--- config.mk ---
export PLATFORM = sky130hd
export DESIGN_NAME = wdt_bus_ctrl
export DESIGN_NICKNAME = d
export VERILOG_FILES = /design/src/rtl/wdt_bus_ctrl.sv
export SDC_FILE = /design/constraint.sdc
export NUM_CORES = 1
export LEC_CHECK = 0
export CAP_MARGIN = 25
export CORE_ASPECT_RATIO = 0.7
export CORE_MARGIN = 2
export CORE_UTILIZATION = 31
export DETAILED_ROUTE_END_ITERATION = 16
export PLACE_DENSITY = 0.52
export SYNTH_ARGS = -nofsm -noshare
export SYNTH_HDL_FRONTEND = slang
export SYNTH_SLANG_ARGS = --single-unit
--- constraint.sdc ---
create_clock -name clk -period 5.3 [get_ports clk]
set_input_delay 1.06 -clock clk [delete_from_list [all_inputs] [get_ports clk]]
set_output_delay 1.06 -clock clk [all_outputs]
set_load 0.01 [all_outputs]
--- src/rtl/wdt_bus_ctrl.sv ---
// Byte-wide register front end for the 16-bit watchdog: key-gated writes,
// atomic 16-bit counter reloads and tear-free 16-bit counter reads.
module wdt_bus_ctrl #(
    parameter logic [7:0]  KEY1   = 8'h55,
    parameter logic [7:0]  KEY2   = 8'hAA,
    parameter int unsigned WINDOW = 16
) (
    input  logic        clk,
    input  logic        power_on_reset,
    input  logic [2:0]  addr,
    input  logic [7:0]  wdata,
    input  logic        wr,
    input  logic        rd,
    output logic [7:0]  rdata,
    input  logic [15:0] wd_counter_in,
    input  logic [7:0]  wd_config_in,
    output logic [15:0] wd_counter_out,
    output logic [1:0]  wd_counter_write,
    output logic [7:0]  wd_config_out,
    output logic        wd_config_write,
    output logic        violation
);

    typedef enum logic [1:0] {
        LOCKED   = 2'd0,
        KEY1_OK  = 2'd1,
        UNLOCKED = 2'd2
    } state_t;

    localparam logic [2:0] A_CNT_LO = 3'd0;
    localparam logic [2:0] A_CNT_HI = 3'd1;
    localparam logic [2:0] A_CONFIG = 3'd2;
    localparam logic [2:0] A_KEY    = 3'd3;
    localparam logic [2:0] A_STATUS = 3'd4;
    localparam logic [7:0] WIN_LOAD = 8'(WINDOW);

    state_t      state_q, state_d;
    logic [7:0]  win_q, win_d;
    logic [7:0]  lo_stage_q, lo_stage_d;
    logic [7:0]  hi_snap_q, hi_snap_d;
    logic        sticky_q, sticky_d;
    logic [7:0]  rdata_q, rdata_d;
    logic [15:0] cnt_out_q, cnt_out_d;
    logic [1:0]  cnt_wr_q, cnt_wr_d;
    logic [7:0]  cfg_out_q, cfg_out_d;
    logic        cfg_wr_q, cfg_wr_d;
    logic        viol_q, viol_d;

    logic wr_key;
    logic wr_prot;
    logic accept;

    assign wr_key  = wr && (addr == A_KEY);
    assign wr_prot = wr && ((addr == A_CNT_HI) || (addr == A_CONFIG));

    always_ff @(posedge clk or posedge power_on_reset) begin
        if (power_on_reset) begin
            state_q    <= LOCKED;
            win_q      <= 8'd0;
            lo_stage_q <= 8'd0;
            hi_snap_q  <= 8'd0;
            sticky_q   <= 1'b0;
            rdata_q    <= 8'd0;
            cnt_out_q  <= 16'd0;
            cnt_wr_q   <= 2'b00;
            cfg_out_q  <= 8'd0;
            cfg_wr_q   <= 1'b0;
            viol_q     <= 1'b0;
        end else begin
            state_q    <= state_d;
            win_q      <= win_d;
            lo_stage_q <= lo_stage_d;
            hi_snap_q  <= hi_snap_d;
            sticky_q   <= sticky_d;
            rdata_q    <= rdata_d;
            cnt_out_q  <= cnt_out_d;
            cnt_wr_q   <= cnt_wr_d;
            cfg_out_q  <= cfg_out_d;
            cfg_wr_q   <= cfg_wr_d;
            viol_q     <= viol_d;
        end
    end

    // Unlock FSM; the window timeout is applied first so that key and
    // protected-write decisions in the same cycle take precedence over it.
    always_comb begin
        state_d = state_q;
        win_d   = win_q;
        viol_d  = 1'b0;
        accept  = 1'b0;

        if (state_q != LOCKED) begin
            win_d = win_q - 8'd1;
            if (win_q <= 8'd1) begin
                state_d = LOCKED;
            end
        end

        case (state_q)
            LOCKED: begin
                if (wr_key) begin
                    if (wdata == KEY1) begin
                        state_d = KEY1_OK;
                        win_d   = WIN_LOAD;
                    end else begin
                        viol_d = 1'b1;
                    end
                end else if (wr_prot) begin
                    viol_d = 1'b1;
                end
            end
            KEY1_OK: begin
                if (wr_key) begin
                    if (wdata == KEY2) begin
                        state_d = UNLOCKED;
                        win_d   = WIN_LOAD;
                    end else begin
                        state_d = LOCKED;
                        viol_d  = 1'b1;
                    end
                end else if (wr_prot) begin
                    state_d = LOCKED;
                    viol_d  = 1'b1;
                end
            end
            UNLOCKED: begin
                if (wr_key) begin
                    state_d = LOCKED;
                end else if (wr_prot) begin
                    state_d = LOCKED;
                    accept  = 1'b1;
                end
            end
            default: begin
                state_d = LOCKED;
            end
        endcase
    end

    // Register file: staging, snapshots, watchdog strobes and read mux.
    always_comb begin
        lo_stage_d = lo_stage_q;
        hi_snap_d  = hi_snap_q;
        sticky_d   = sticky_q;
        rdata_d    = rdata_q;
        cnt_out_d  = cnt_out_q;
        cnt_wr_d   = 2'b00;
        cfg_out_d  = cfg_out_q;
        cfg_wr_d   = 1'b0;

        if (wr && (addr == A_CNT_LO)) begin
            lo_stage_d = wdata;
        end
        if (wr && (addr == A_STATUS) && wdata[2]) begin
            sticky_d = 1'b0;
        end
        if (viol_d) begin
            sticky_d = 1'b1;
        end
        if (accept && (addr == A_CNT_HI)) begin
            cnt_out_d = {wdata, lo_stage_q};
            cnt_wr_d  = 2'b11;
        end
        if (accept && (addr == A_CONFIG)) begin
            cfg_out_d = wdata;
            cfg_wr_d  = 1'b1;
        end

        if (rd) begin
            case (addr)
                A_CNT_LO: begin
                    rdata_d   = wd_counter_in[7:0];
                    hi_snap_d = wd_counter_in[15:8];
                end
                A_CNT_HI: rdata_d = hi_snap_q;
                A_CONFIG: rdata_d = wd_config_in;
                A_STATUS: rdata_d = {5'b00000, sticky_q, state_q};
                default:  rdata_d = 8'd0;
            endcase
        end
    end

    assign rdata            = rdata_q;
    assign wd_counter_out   = cnt_out_q;
    assign wd_counter_write = cnt_wr_q;
    assign wd_config_out    = cfg_out_q;
    assign wd_config_write  = cfg_wr_q;
    assign violation        = viol_q;

endmodule

Word level (Yosys, flattened, before mapping). Index checks and enable logic that the tools add are counted.

Input port bits: 39. Output and inout bits: 36. Register bits after elaboration: 63. Word-level logic and storage cells: 62.

Add/sub/neg operators: 1. Order comparisons: 1. Multiplexer cells: 28. Equal/unequal tests: 8. Reduce and logical (&&, ||, !) cells: 13.

Operator list (count): $mux W8 (5); $pmux W8 S4 (1); $mux W2 (9); $pmux W8 S2 (1); $mux W1 (10); $eq A8 B7 Y1 const B (1); $eq A8 B8 Y1 const B (1); $le A8 B1 Y1 const B (1); $sub A8 B1 Y8 const B (1); $logic_and A1 B1 Y1 (7); $eq A3 B2 Y1 const B (2); $pmux W2 S3 (1); $reduce_bool A2 Y1 (2); $eq A3 B1 Y1 const B (1); $eq A3 B3 Y1 const B (1); $logic_not A3 Y1 (1); $eq A2 B1 Y1 const B (1); $eq A2 B2 Y1 const B (1); $logic_not A2 Y1 (1); $pmux W1 S2 (1); $reduce_and A2 Y1 (1); $logic_or A1 B1 Y1 (1).

Depth between registers and ports, before layout.
Depth in word-level cells: 8. Depth in mapped cells: 6. Depth with buffers taken out: 6.

Least setup slack after synthesis. OpenSTA, ideal clock, no wires.

Path kind: input-to-reg. Start: input port addr[0]. End: register cfg_out_q[0] (netlist: wd_config_out[0]). Setup slack: 3.087 ns. Setup time: 0.125 ns. Required time: 5.175 ns. Arrival: 2.089 ns. Path buffers: 2. Stages on the path: 5. Cells stage by stage: buf_4 > nor3b_2 > and3_1 > buf_4 > mux2_2.

Cells in the longest elaborated chain, start to end: 7. Elaborated cells on any way between the ends: 10. Those cells by class: 3 x eq/ne; 3 x mux; 4 x reduce/logical.

RTL lines: from (decl) (line 10) `input logic [2:0] addr,`; $eq A3 B1 Y1 or $eq A3 B2 Y1 (tied branches) (line 54, 164); $logic_or A1 B1 Y1 (line 54) `assign wr_prot = wr && ((addr == A_CNT_HI) || (addr == A_CONFIG));`; $logic_and A1 B1 Y1 (line 54); $mux W1 (line 129) `end else if (wr_prot) begin`; $mux W1 (line 127) `if (wr_key) begin`; $mux W1 (line 99) `case (state_q)`; $logic_and A1 B1 Y1 (*) (line 164) `if (accept && (addr == A_CONFIG)) begin`; to (signal assigned) (line 78) `cfg_out_q <= cfg_out_d;`; to (decl) (line 45) `logic [7:0] cfg_out_q, cfg_out_d;`.

Every way passes the cells marked *; elsewhere a longest branch is shown, timed or not. A chain may end at the register's enable or synchronous reset.

Worst setup path after layout.
Start: input port addr[0]. End: register cfg_out_q[2] (netlist: wd_config_out[2]).

The elaborated chain is that of the path after synthesis.

==> results.md <==
- Status: finished clean
- Fin crit period: 3090 ps
- Die area: 0.0101 mm²
- Power density cells: 297 mW/mm²
- Antenna viol nets, final: 0
- Synth Register Bits: 62
- Slew HR: 42.0%
- Chip width: 119 µm
- Vias per cell: 4.64
- Register area share after synthesis: 54.1%
- Hold slack: 499 ps
- Layout Cells excl Fill: 429
- Final Power: 1.18 mW
- Post-DR wirelength/cell: 15.8 µm
- Gates resized, CTS repair: 0
- Sum of negative setup slack: 0 ps
- Flip-flop and latch area: 0.00155 mm²
- Core area: 0.00903 mm²
- Max Fclk: 0.324 GHz
- Switching share of power: 23.0%
- # rows: 29
- Iter 0 DRT Violations: 65
- Element type at the critical path start: input pin
- Fin. max-slew vios: 0
- Sink Count: 62
- Height of the die: 84.5 µm
- Via count: 1989
- Ys flop type: dfrtp_1
- Clock H-tree levels: 3
- Grt met1 use: 20.8%
- First-pass GRT wire length: 11500 µm
- Post-synth EDFFs: 0
- Final nets: 343
- Vias in the first global route: 2169
- Fill cells: 870
- # setup viols final: 0
- Initial antenna violation count: 0
- Critical Path End Type: flip-flop
- TritonCTS clock tree: yes
- GP Congestion: 0.758
- Commonest cells after routing, fill and taps aside: clkdlybuf4s50_1, dfrtp_1, mux2_2, nor2_1, nand2_1
- Fin. Hold Viols: 0
- TritonCTS buffer count: 9
- Hold Crit Class: flip-flop to flip-flop
- Pleak: 1.74 nW
- Root Buffer: clkbuf_16
- Met3 usage: 6.79%
- Combinational share of power: 11.0%
- Final cell utilization of the core: 43.9%
- CP startpoint: addr[0]
- Synth Instances: 225
- Multi-input gate area: 0.00122 mm²
- HP Start: lo_stage_q[3]
- CP Class: input pin to flip-flop
- Slew @ Worst Pin: 868 ps
- Clock Latency Late Sink: 320 ps
- Largest net degree at the start of global routing: 41
- Fin crit share: 58.3%
- Post-synth ARST share: 100%
- Final HPWL DP: 4840 µm
- Number of warnings issued by yosys: 0
- Layout cells sized above 1: 21.0%
- Synthesized area: 0.00287 mm²
- GR Util All Layers: 14.9%
- Area grow syn2layout: 38.3%
- Distinct cells, synth: 40
- Longest Clk Path Bufs: 2
- Internal power: 0.906 mW
- Setup bufs post-CTS: 0
- Layout Skew: 1.90 ps
- Top Usage Layer GRT: met1
- RSZ-0062 raised after global routing: no
- Clock power share: 43.9%
- Commonest non-fill, non-tap cell in the layout: clkdlybuf4s50_1
- Post-Syn Nets: 266
- Sequential share of power: 45.0%
- Crit path max fanout: 17
- Met2 global-route usage: 20.5%
- Final wirelength: 6780 µm
- DRT Pass-1 Iters: 4
- Initial Utilization: 31.8%
- VDD IR max: 138 µV
- Worst r2r src: state_q[1]
- Hold_buf cts: 0
- Max cap viols: 0
- Total gr overflow: 0
- Clk slew on worst S/H paths: 50 ps
- Data required, critical path: 5500 ps
- # IOs: 75
- CP arrival: 3290 ps
- Number of remaining DRC errors: 0
- Sw power: 0.270 mW
- Antenna fix cells: 0
- Placed Instances: 415
- Port buffer count: 74
- Syn avg cell area: 12.8 µm²
[per-layer routing]
metal / vias to the layer above / wire length [µm]
met1: 965 / 3430
met3: 4 / 492
li1: 955 / -
met5: - / 0
met2: 65 / 2830
met4: 0 / 29
[power groups by stage]
stage                     registers [mW]  logic [mW]  clock network (mW)
after floorplan                    0.535      0.0713                   0
after global placement             0.538       0.129                   0
after detailed placement           0.538       0.132                   0
after CTS                          0.530       0.133               0.531
after global routing               0.535       0.145               0.549
final                              0.530       0.130               0.517
[flip-flops by register name, summed over array words and instances, names as in the netlist]
register / cells
wd_counter_out: 16
hi_snap_q: 8
lo_stage_q: 8
rdata: 8
wd_config_out: 8
win_q: 8
state_q: 2
sticky_q: 1
violation: 1
wd_config_write: 1
wd_counter_write: 1
[cell type report]
class / instances / share of cell area, %
Clock buffer: 12 / 6.21
Clock inverter: 2 / 0.252
Inverter: 10 / 0.946
Multi-Input combinational cell: 144 / 30.7
Sequential cell: 62 / 39.1
Tap cell: 124 / 3.91
Timing Repair Buffer: 75 / 18.9
[worst max-delay path: stages]
cell and delay [ps]:
clkdlybuf4s50_1 850, nor3b_2 460, and3_1 510, mux2_2 400
[cell usage after synthesis (all sizes together) (4+ instances only)]
master,count,area (µm²)
dfrtp,62,1550
mux2,40,484
nor2,14,52.6
inv,10,37.5
nand2,10,37.5
mux2i,9,90.1
a21oi,7,35.0
nand2b,7,43.8
o22ai,7,43.8
buf,6,50.0
nand3,6,35.0
a31oi,4,25.0
o21ai,4,20.0
xor2,4,35.0
[kinds of logic after synthesis]
logic type / synth area share (%)
mux: 20.0
simple gates: 13.2
flops: 54.1
compound gates: 6.58
buf+inv: 3.45
xor+xnor: 1.83
fa+ha+maj: 0.872
[final timing paths]
| kind | end | slack, ps | depth (start not counted) |
|---|---|---|---|
| max | wd_config_out[2] | 2210 | 4 |
| min | wd_counter_out[3] | 500 | 1 |
| max reg2reg | wd_config_out[2] | 3600 | 3 |
| min reg2reg | wd_counter_out[3] | 500 | 1 |
| max in group asynchronous | state_q[1] | 3310 | 3 |
| min in group asynchronous | lo_stage_q[4] | 1090 | 2 |
[through the flow]
| stage | cell area, µm² | worst slack, ps |
|---|---|---|
| floorplan | 2870 | 2700 |
| global placement | 3710 | 1940 |
| detailed placement | 3710 | 1870 |
| CTS | 3970 | 2220 |
| global route | 3970 | 2030 |
| finish | 3970 | 2210 |
No activity file was read; power rests on OpenSTA's default activity.
